File: src/rtl/mem_access_arbiter_if.sv
// Request, grant, read-return and memory-side signals of the memory access arbiter.
// The slave modport is the arbiter's view; master is the requesters plus memory.
interface mem_access_arbiter_if #(
    parameter int ADDR_W = 13,
    parameter int DATA_W = 16
);
    logic              IReq;
    logic [ADDR_W-1:0] IAddr;
    logic              IGrant;
    logic [DATA_W-1:0] IRdData;
    logic              IRdValid;

    logic              DReq;
    logic              DWe;
    logic [ADDR_W-1:0] DAddr;
    logic [DATA_W-1:0] DWrData;
    logic              DGrant;
    logic [DATA_W-1:0] DRdData;
    logic              DRdValid;

    logic              MemWe;
    logic [ADDR_W-1:0] MemAddr;
    logic [DATA_W-1:0] MemData;
    logic [DATA_W-1:0] MemOutData;

    logic [15:0]       StallCount;

    modport slave (
        input  IReq, IAddr, DReq, DWe, DAddr, DWrData, MemOutData,
        output IGrant, IRdData, IRdValid, DGrant, DRdData, DRdValid,
        output MemWe, MemAddr, MemData, StallCount
    );

    modport master (
        output IReq, IAddr, DReq, DWe, DAddr, DWrData, MemOutData,
        input  IGrant, IRdData, IRdValid, DGrant, DRdData, DRdValid,
        input  MemWe, MemAddr, MemData, StallCount
    );
endinterface

File: src/rtl/mem_access_arbiter.sv
// Arbitrates instruction-fetch and data ports onto a single-port 1-cycle-latency RAM.
// Define ARB_ROUND_ROBIN_EN for alternating grants instead of fixed priority + starvation guard.
module mem_access_arbiter #(
    parameter int ADDR_W       = 13,
    parameter int DATA_W       = 16,
    parameter int STARVE_LIMIT = 4
) (
    input logic                 clk,
    input logic                 Reset_n,
    mem_access_arbiter_if.slave bus
);
    typedef struct packed {
        logic valid;
        logic port_d;
        logic we;
    } tag_t;

    logic i_grant;
    logic d_grant;

`ifdef ARB_ROUND_ROBIN_EN
    // last_d_q=1 means the data port won the latest grant; reset leaves data preferred.
    logic last_d_q, last_d_d;

    always_comb begin
        i_grant  = 1'b0;
        if (Reset_n && bus.IReq) begin
            i_grant = !bus.DReq || last_d_q;
        end
        d_grant  = Reset_n && bus.DReq && !i_grant;
        last_d_d = last_d_q;
        if (d_grant) begin
            last_d_d = 1'b1;
        end else if (i_grant) begin
            last_d_d = 1'b0;
        end
    end

    always_ff @(posedge clk or negedge Reset_n) begin
        if (!Reset_n) begin
            last_d_q <= 1'b0;
        end else begin
            last_d_q <= last_d_d;
        end
    end
`else
    localparam int SW = $clog2(STARVE_LIMIT + 1);
    logic [SW-1:0] starve_q, starve_d;
    logic          starved;

    always_comb begin
        starved  = (starve_q == SW'(STARVE_LIMIT));
        i_grant  = Reset_n && bus.IReq && (!bus.DReq || starved);
        d_grant  = Reset_n && bus.DReq && !i_grant;
        starve_d = '0;
        if (bus.IReq && !i_grant) begin
            starve_d = starve_q + 1'b1;
        end
    end

    always_ff @(posedge clk or negedge Reset_n) begin
        if (!Reset_n) begin
            starve_q <= '0;
        end else begin
            starve_q <= starve_d;
        end
    end
`endif

    logic              mem_we_q, mem_we_d;
    logic [ADDR_W-1:0] mem_addr_q, mem_addr_d;
    logic [DATA_W-1:0] mem_data_q, mem_data_d;
    tag_t              tag1_q, tag1_d;
    tag_t              tag2_q;
    logic [15:0]       stall_q, stall_d;

    always_comb begin
        mem_we_d   = 1'b0;
        mem_addr_d = mem_addr_q;
        mem_data_d = mem_data_q;
        tag1_d     = '0;
        if (d_grant) begin
            mem_we_d   = bus.DWe;
            mem_addr_d = bus.DAddr;
            mem_data_d = bus.DWrData;
            tag1_d     = '{valid: 1'b1, port_d: 1'b1, we: bus.DWe};
        end else if (i_grant) begin
            mem_addr_d = bus.IAddr;
            tag1_d     = '{valid: 1'b1, port_d: 1'b0, we: 1'b0};
        end
    end

    always_comb begin
        stall_d = stall_q;
        if (((bus.IReq && !i_grant) || (bus.DReq && !d_grant)) && (stall_q != 16'hFFFF)) begin
            stall_d = stall_q + 16'd1;
        end
    end

    always_ff @(posedge clk or negedge Reset_n) begin
        if (!Reset_n) begin
            mem_we_q   <= 1'b0;
            mem_addr_q <= '0;
            mem_data_q <= '0;
            tag1_q     <= '0;
            tag2_q     <= '0;
            stall_q    <= '0;
        end else begin
            mem_we_q   <= mem_we_d;
            mem_addr_q <= mem_addr_d;
            mem_data_q <= mem_data_d;
            tag1_q     <= tag1_d;
            tag2_q     <= tag1_q;
            stall_q    <= stall_d;
        end
    end

    // Return stage per port: gi=0 instruction, gi=1 data. Data holds until that port's next read.
    generate
        for (genvar gi = 0; gi < 2; gi++) begin : g_ret
            logic              rd_valid_q, rd_valid_d;
            logic [DATA_W-1:0] rd_data_q, rd_data_d;

            always_comb begin
                rd_valid_d = tag2_q.valid && !tag2_q.we && (tag2_q.port_d == 1'(gi));
                rd_data_d  = rd_data_q;
                if (rd_valid_d) begin
                    rd_data_d = bus.MemOutData;
                end
            end

            always_ff @(posedge clk or negedge Reset_n) begin
                if (!Reset_n) begin
                    rd_valid_q <= 1'b0;
                    rd_data_q  <= '0;
                end else begin
                    rd_valid_q <= rd_valid_d;
                    rd_data_q  <= rd_data_d;
                end
            end
        end
    endgenerate

    assign bus.IGrant     = i_grant;
    assign bus.DGrant     = d_grant;
    assign bus.MemWe      = mem_we_q;
    assign bus.MemAddr    = mem_addr_q;
    assign bus.MemData    = mem_data_q;
    assign bus.IRdValid   = g_ret[0].rd_valid_q;
    assign bus.IRdData    = g_ret[0].rd_data_q;
    assign bus.DRdValid   = g_ret[1].rd_valid_q;
    assign bus.DRdData    = g_ret[1].rd_data_q;
    assign bus.StallCount = stall_q;
endmodule

File: src/flat_wrapper.sv
// flat-port wrapper written by rule: the top's interface ports become plain ports
module mem_access_arbiter_flat 
#(
    parameter int ADDR_W       = 13,
    parameter int DATA_W       = 16,
    parameter int STARVE_LIMIT = 4
)
  (clk, Reset_n, bus_IReq, bus_IAddr, bus_DReq, bus_DWe, bus_DAddr, bus_DWrData, bus_MemOutData, bus_IGrant, bus_IRdData, bus_IRdValid, bus_DGrant, bus_DRdData, bus_DRdValid, bus_MemWe, bus_MemAddr, bus_MemData, bus_StallCount);
  mem_access_arbiter_if #(.ADDR_W(ADDR_W), .DATA_W(DATA_W)) bus_i ();
  input logic clk;
  input logic Reset_n;
  input wire logic [$bits(bus_i.IReq)-1:0] bus_IReq;
  input wire logic [$bits(bus_i.IAddr)-1:0] bus_IAddr;
  input wire logic [$bits(bus_i.DReq)-1:0] bus_DReq;
  input wire logic [$bits(bus_i.DWe)-1:0] bus_DWe;
  input wire logic [$bits(bus_i.DAddr)-1:0] bus_DAddr;
  input wire logic [$bits(bus_i.DWrData)-1:0] bus_DWrData;
  input wire logic [$bits(bus_i.MemOutData)-1:0] bus_MemOutData;
  output wire logic [$bits(bus_i.IGrant)-1:0] bus_IGrant;
  output wire logic [$bits(bus_i.IRdData)-1:0] bus_IRdData;
  output wire logic [$bits(bus_i.IRdValid)-1:0] bus_IRdValid;
  output wire logic [$bits(bus_i.DGrant)-1:0] bus_DGrant;
  output wire logic [$bits(bus_i.DRdData)-1:0] bus_DRdData;
  output wire logic [$bits(bus_i.DRdValid)-1:0] bus_DRdValid;
  output wire logic [$bits(bus_i.MemWe)-1:0] bus_MemWe;
  output wire logic [$bits(bus_i.MemAddr)-1:0] bus_MemAddr;
  output wire logic [$bits(bus_i.MemData)-1:0] bus_MemData;
  output wire logic [$bits(bus_i.StallCount)-1:0] bus_StallCount;
  assign bus_i.IReq = bus_IReq;
  assign bus_i.IAddr = bus_IAddr;
  assign bus_i.DReq = bus_DReq;
  assign bus_i.DWe = bus_DWe;
  assign bus_i.DAddr = bus_DAddr;
  assign bus_i.DWrData = bus_DWrData;
  assign bus_i.MemOutData = bus_MemOutData;
  assign bus_IGrant = bus_i.IGrant;
  assign bus_IRdData = bus_i.IRdData;
  assign bus_IRdValid = bus_i.IRdValid;
  assign bus_DGrant = bus_i.DGrant;
  assign bus_DRdData = bus_i.DRdData;
  assign bus_DRdValid = bus_i.DRdValid;
  assign bus_MemWe = bus_i.MemWe;
  assign bus_MemAddr = bus_i.MemAddr;
  assign bus_MemData = bus_i.MemData;
  assign bus_StallCount = bus_i.StallCount;
  mem_access_arbiter #(.ADDR_W(ADDR_W), .DATA_W(DATA_W), .STARVE_LIMIT(STARVE_LIMIT)) u_core (.clk(clk), .Reset_n(Reset_n), .bus(bus_i));
endmodule
File: config.mk
export PLATFORM = sky130hd
export DESIGN_NAME = mem_access_arbiter_flat
export DESIGN_NICKNAME = d
export VERILOG_FILES = /design/src/rtl/mem_access_arbiter_if.sv /design/src/rtl/mem_access_arbiter.sv /design/src/flat_wrapper.sv
export SDC_FILE = /design/constraint.sdc
export NUM_CORES = 1
export LEC_CHECK = 0
export BUFFER_PORTS_ARGS = -buffer_cell sky130_fd_sc_hd__buf_2
export CORE_AREA = 10 10 103 105
export CTS_CLUSTER_SIZE = 16
export DETAILED_ROUTE_END_ITERATION = 8
export DIE_AREA = 0 0 113 115
export GPL_ROUTABILITY_DRIVEN = 0
export PLACE_DENSITY = 0.83
export SLEW_MARGIN = 5
export SYNTH_ARGS = -nofsm -noshare
export SYNTH_HDL_FRONTEND = slang
export SYNTH_SLANG_ARGS = --single-unit
File: constraint.sdc
create_clock -name clk -period 1.6 [get_ports clk]
set_input_delay 0.08 -clock clk [delete_from_list [all_inputs] [get_ports clk]]
set_output_delay 0.08 -clock clk [all_outputs]
set_load 0.01 [all_outputs]
==> summary.md <==
| Metric | Value |
|---|---|
| Outcome | `finished clean` |
| Die Outline Area | `13,000 µm²` |
| Final count of hold timing violations | `0` |
| Via count | `3,026` |
| Cell leakage power | `2.82 nW` |
| Dpl hpwl | `7190 µm` |
| Crit-path most repeated cell | `buf_6` |
| Sequential area share after synthesis | `0.618` |
| Final net count | `571` |
| Mean number of vias per cell | `4.90` |
| Area growth from synthesis to layout | `51.7%` |
| Synth warn | `0` |
| Post-Route WL | `10,500 µm` |
| Vias in the first global route | `3,347` |
| Ranking of synthesized cells by instance count | `88 x dfrtp_1, 56 x nand2_1, 34 x mux2_1, 14 x a21o_1, 13 x a22o_1` |
| RSZ-0062 raised after global routing | `yes` |
| Synth async-reset ratio | `1.00` |
| Maximum level of the CTS H-tree | `3` |
| CTS clock-pin slew for the worst setup and hold paths | `0.08 ns` |
| Maximum number of buffers from clock root to sink | `2` |
| Share of final-layout standard cells stronger than drive strength 1 | `0.432` |
| Post-DP Area | `4560 µm²` |
| Maximum number of pins on one net before global-route repair | `71` |
| Count leader, synth | `dfrtp_1` |
| Net count after synthesis | `347` |
| Shortest clock period the worst path allows after layout | `1.58 ns` |
| Total core area | `8550 µm²` |
| Worst path slowest cell | `dfrtp_1` |
| Netlist cell types | `41` |
| Vert. Die Dim | `115 µm` |
| Worst EP arrival | `1.50 ns` |
| Top achievable clock speed | `0.633 GHz` |
| DRC violation total after the first TritonRoute iteration | `107` |
| Total power density per cell area | `1170 nW/µm²` |
| Worst Tran Pin Value | `0.871 ns` |
| Count of antenna-violating nets left after detailed routing | `0` |
| Critical Path End Type | `output port` |
| Count of filler cells inserted in the layout | `654` |
| Largest incremental delay on the critical path | `0.41 ns` |
| Peak fanout along the critical path | `4` |
| Clock buffers created by TritonCTS | `9` |
| Final setup violation count | `0` |
| Cell accounting for the most synthesized area | `dfrtp_1` |
| Antenna cells | `0` |
| Most common flop cell mapped by yosys | `dfrtp_1` |
| Instance count of the mapped netlist | `281` |
| Top-Level Pins | `145` |
| Standard-cell rows | `34` |
| Required time at the endpoint of the critical path | `1.52 ns` |
| Max-cap violation count | `0` |
| Post-route core utilization | `0.632` |
| Crit path kind | `reg -> out` |
| Clock Skews | `0.0150 ns` |
| Number of enable flip-flop cells after synthesis | `0` |
| Summed area of non-filler cells in the final layout | `5400 µm²` |
| Global-route wire length before repair | `16,700 µm` |
| Total routing usage reported by global routing | `0.158` |
| Root buf cell | `clkbuf_8` |
| Horizontal extent of the die | `113 µm` |
| Post-Syn Area | `3560 µm²` |
| Residual DRC count | `0` |
| Slew margin rel. | `0.419` |
| Initial Util | `0.416` |
| CTS sink cnt | `88` |
| Synth top area cells | `dfrtp_1 62%, mux2_1 11%, nand2_1 5.9%, a22o_1 3.2%, a21o_1 3.0%` |
| Initial antenna violation count | `0` |
| CTS tree | `done` |
| Critical Path, Cell by Cell | `inv_2 > ha_4 > nand2_4 > a21oi_4 > nor2_4 > buf_6 > buf_6` |
| Area share of the largest cell type after synthesis | `0.618` |
| Synthesized flop and latch total | `88` |
| Max Transition Viols Final | `0` |
| Overall power | `6.30 mW` |
| Avg WL per Cell | `17.0 µm` |
| Nature of the critical path startpoint | `flip-flop` |
| Number of input and output port buffers inserted | `144` |
| Mean area per synthesized cell | `12.7 µm²` |
| Number of iterations in the first detailed-routing pass | `6` |
| Remaining Overflow, GRT | `0` |
| Clock Latency Late Sink | `0.35 ns` |
| Share of the cycle needed by the critical path after routing | `0.987` |
| Worst IR Drop VDD | `1.07 mV` |
| Worst Hold Class | `in -> reg` |
layout by cell type (no fill, tap or decap), types with 2 or more instances in the layout:
cell,count
inv_6,2
nand2_1,55
clkinvlp_4,2
clkbuf_8,9
buf_2,142
xor2_1,6
xnor2_1,7
buf_6,3
inv_1,2
nor3_1,3
nand4_1,6
dfrtp_2,4
buf_12,2
buf_4,28
dlygate4sd3_1,47
mux2_4,5
dfrtp_1,84
a22o_1,13
nand4_4,2
nor2_1,4
a21o_1,13
mux2_1,30
nand3_1,3
nand2b_1,3
inv_2,3
area by class of cell:
class	instances	area, µm²	area share
Clock buffer	9	124	0.0229
Clock inverter	6	67.6	0.0125
Inverter	5	18.8	0.00347
Multi-Input combinational cell	179	1390	0.256
Sequential cell	88	2210	0.409
Tap cell	108	135	0.0250
Timing Repair Buffer	222	1470	0.271
report_power, final:
group | total, mW | switching (mW) | internal [mW]
clock | 1.50 | 0.782 | 0.722
sequential | 2.93 | 0.284 | 2.65
combinational | 1.86 | 0.930 | 0.930
total | 6.30 | 2.00 | 4.30
logic make-up after synthesis:
group	count (synthesis)	synth area share
AND/OR/NAND/NOR	95	0.138
flip-flops	88	0.618
multiplexers	35	0.112
AO/OA/AOI/OAI	33	0.0724
buffers and inverters	14	0.0169
XOR/XNOR	13	0.0320
adder cells (fa/ha/maj)	3	0.0105
worst max-delay path, delay by kind of cell (launching register included):
kind | cells | cell delay [ns]
adders and majority gates | 1 | 0.13
DFF | 1 | 0.41
and+or+nand+nor | 2 | 0.12
buffers and inverters | 3 | 0.31
AOI/OAI and AO/OA | 1 | 0.19
path summary, 6_finish.rpt:
path                                          start                  endpoint  slack (ns)  cells past startpoint
max                              u_core.starve_q[0]                bus_DGrant        0.02                      7
min                                    bus_IAddr[8]     u_core.bus.MemAddr[8]        0.03                      3
max reg2reg                u_core.bus.StallCount[0]  u_core.bus.StallCount[1]        0.06                      5
min reg2reg                        u_core.tag1_q[2]          u_core.tag2_q[2]        0.36                      0
max in group asynchronous                   Reset_n  u_core.bus.StallCount[4]        0.32                      3
min in group asynchronous                   Reset_n  u_core.bus.StallCount[8]        0.18                      2
timing repair:
item                                    in CTS  in global routing
pin swaps                                    5                  7
resized for setup                            7                 23
hold endpoints to repair                    80                  1
hold buffers                                46                  1
endpoints found under the setup margin       5                 41
setup buffers                                7                  5
state kept, by name, indices dropped and copies added (netlist names):
| register | cells |
|---|---|
| u_core.starve_q | 3 |
| u_core.bus.StallCount | 16 |
| u_core.tag2_q | 3 |
| u_core.bus.IRdValid | 1 |
| u_core.bus.MemWe | 1 |
| u_core.bus.DRdValid | 1 |
| u_core.tag1_q | 2 |
| u_core.bus.DRdData | 16 |
| u_core.bus.MemAddr | 13 |
| u_core.bus.IRdData | 16 |
| u_core.bus.MemData | 16 |
per-stage QoR:
stage,cells,setup WS [ns],hold slack [ns],TNS [ns]
floorplan,281,-0.0488,-0.216,-0.0488
global placement,544,0.0596,-0.0726,0
detailed placement,544,-0.0572,-0.0688,-0.124
CTS,612,-0.0386,-0.0606,-0.471
global route,617,-0.0589,0.0245,-0.126
finish,617,0.0213,0.0347,0
metal layers:
layer	global-route usage	vias to the layer above	wire length, µm
met4	0.0508	0	216
met5	0	-	0
met1	0.165	1485	3990
met3	0.0589	19	710
li1	-	1416	-
met2	0.288	106	5590
Power figures use the tool's default switching activity.
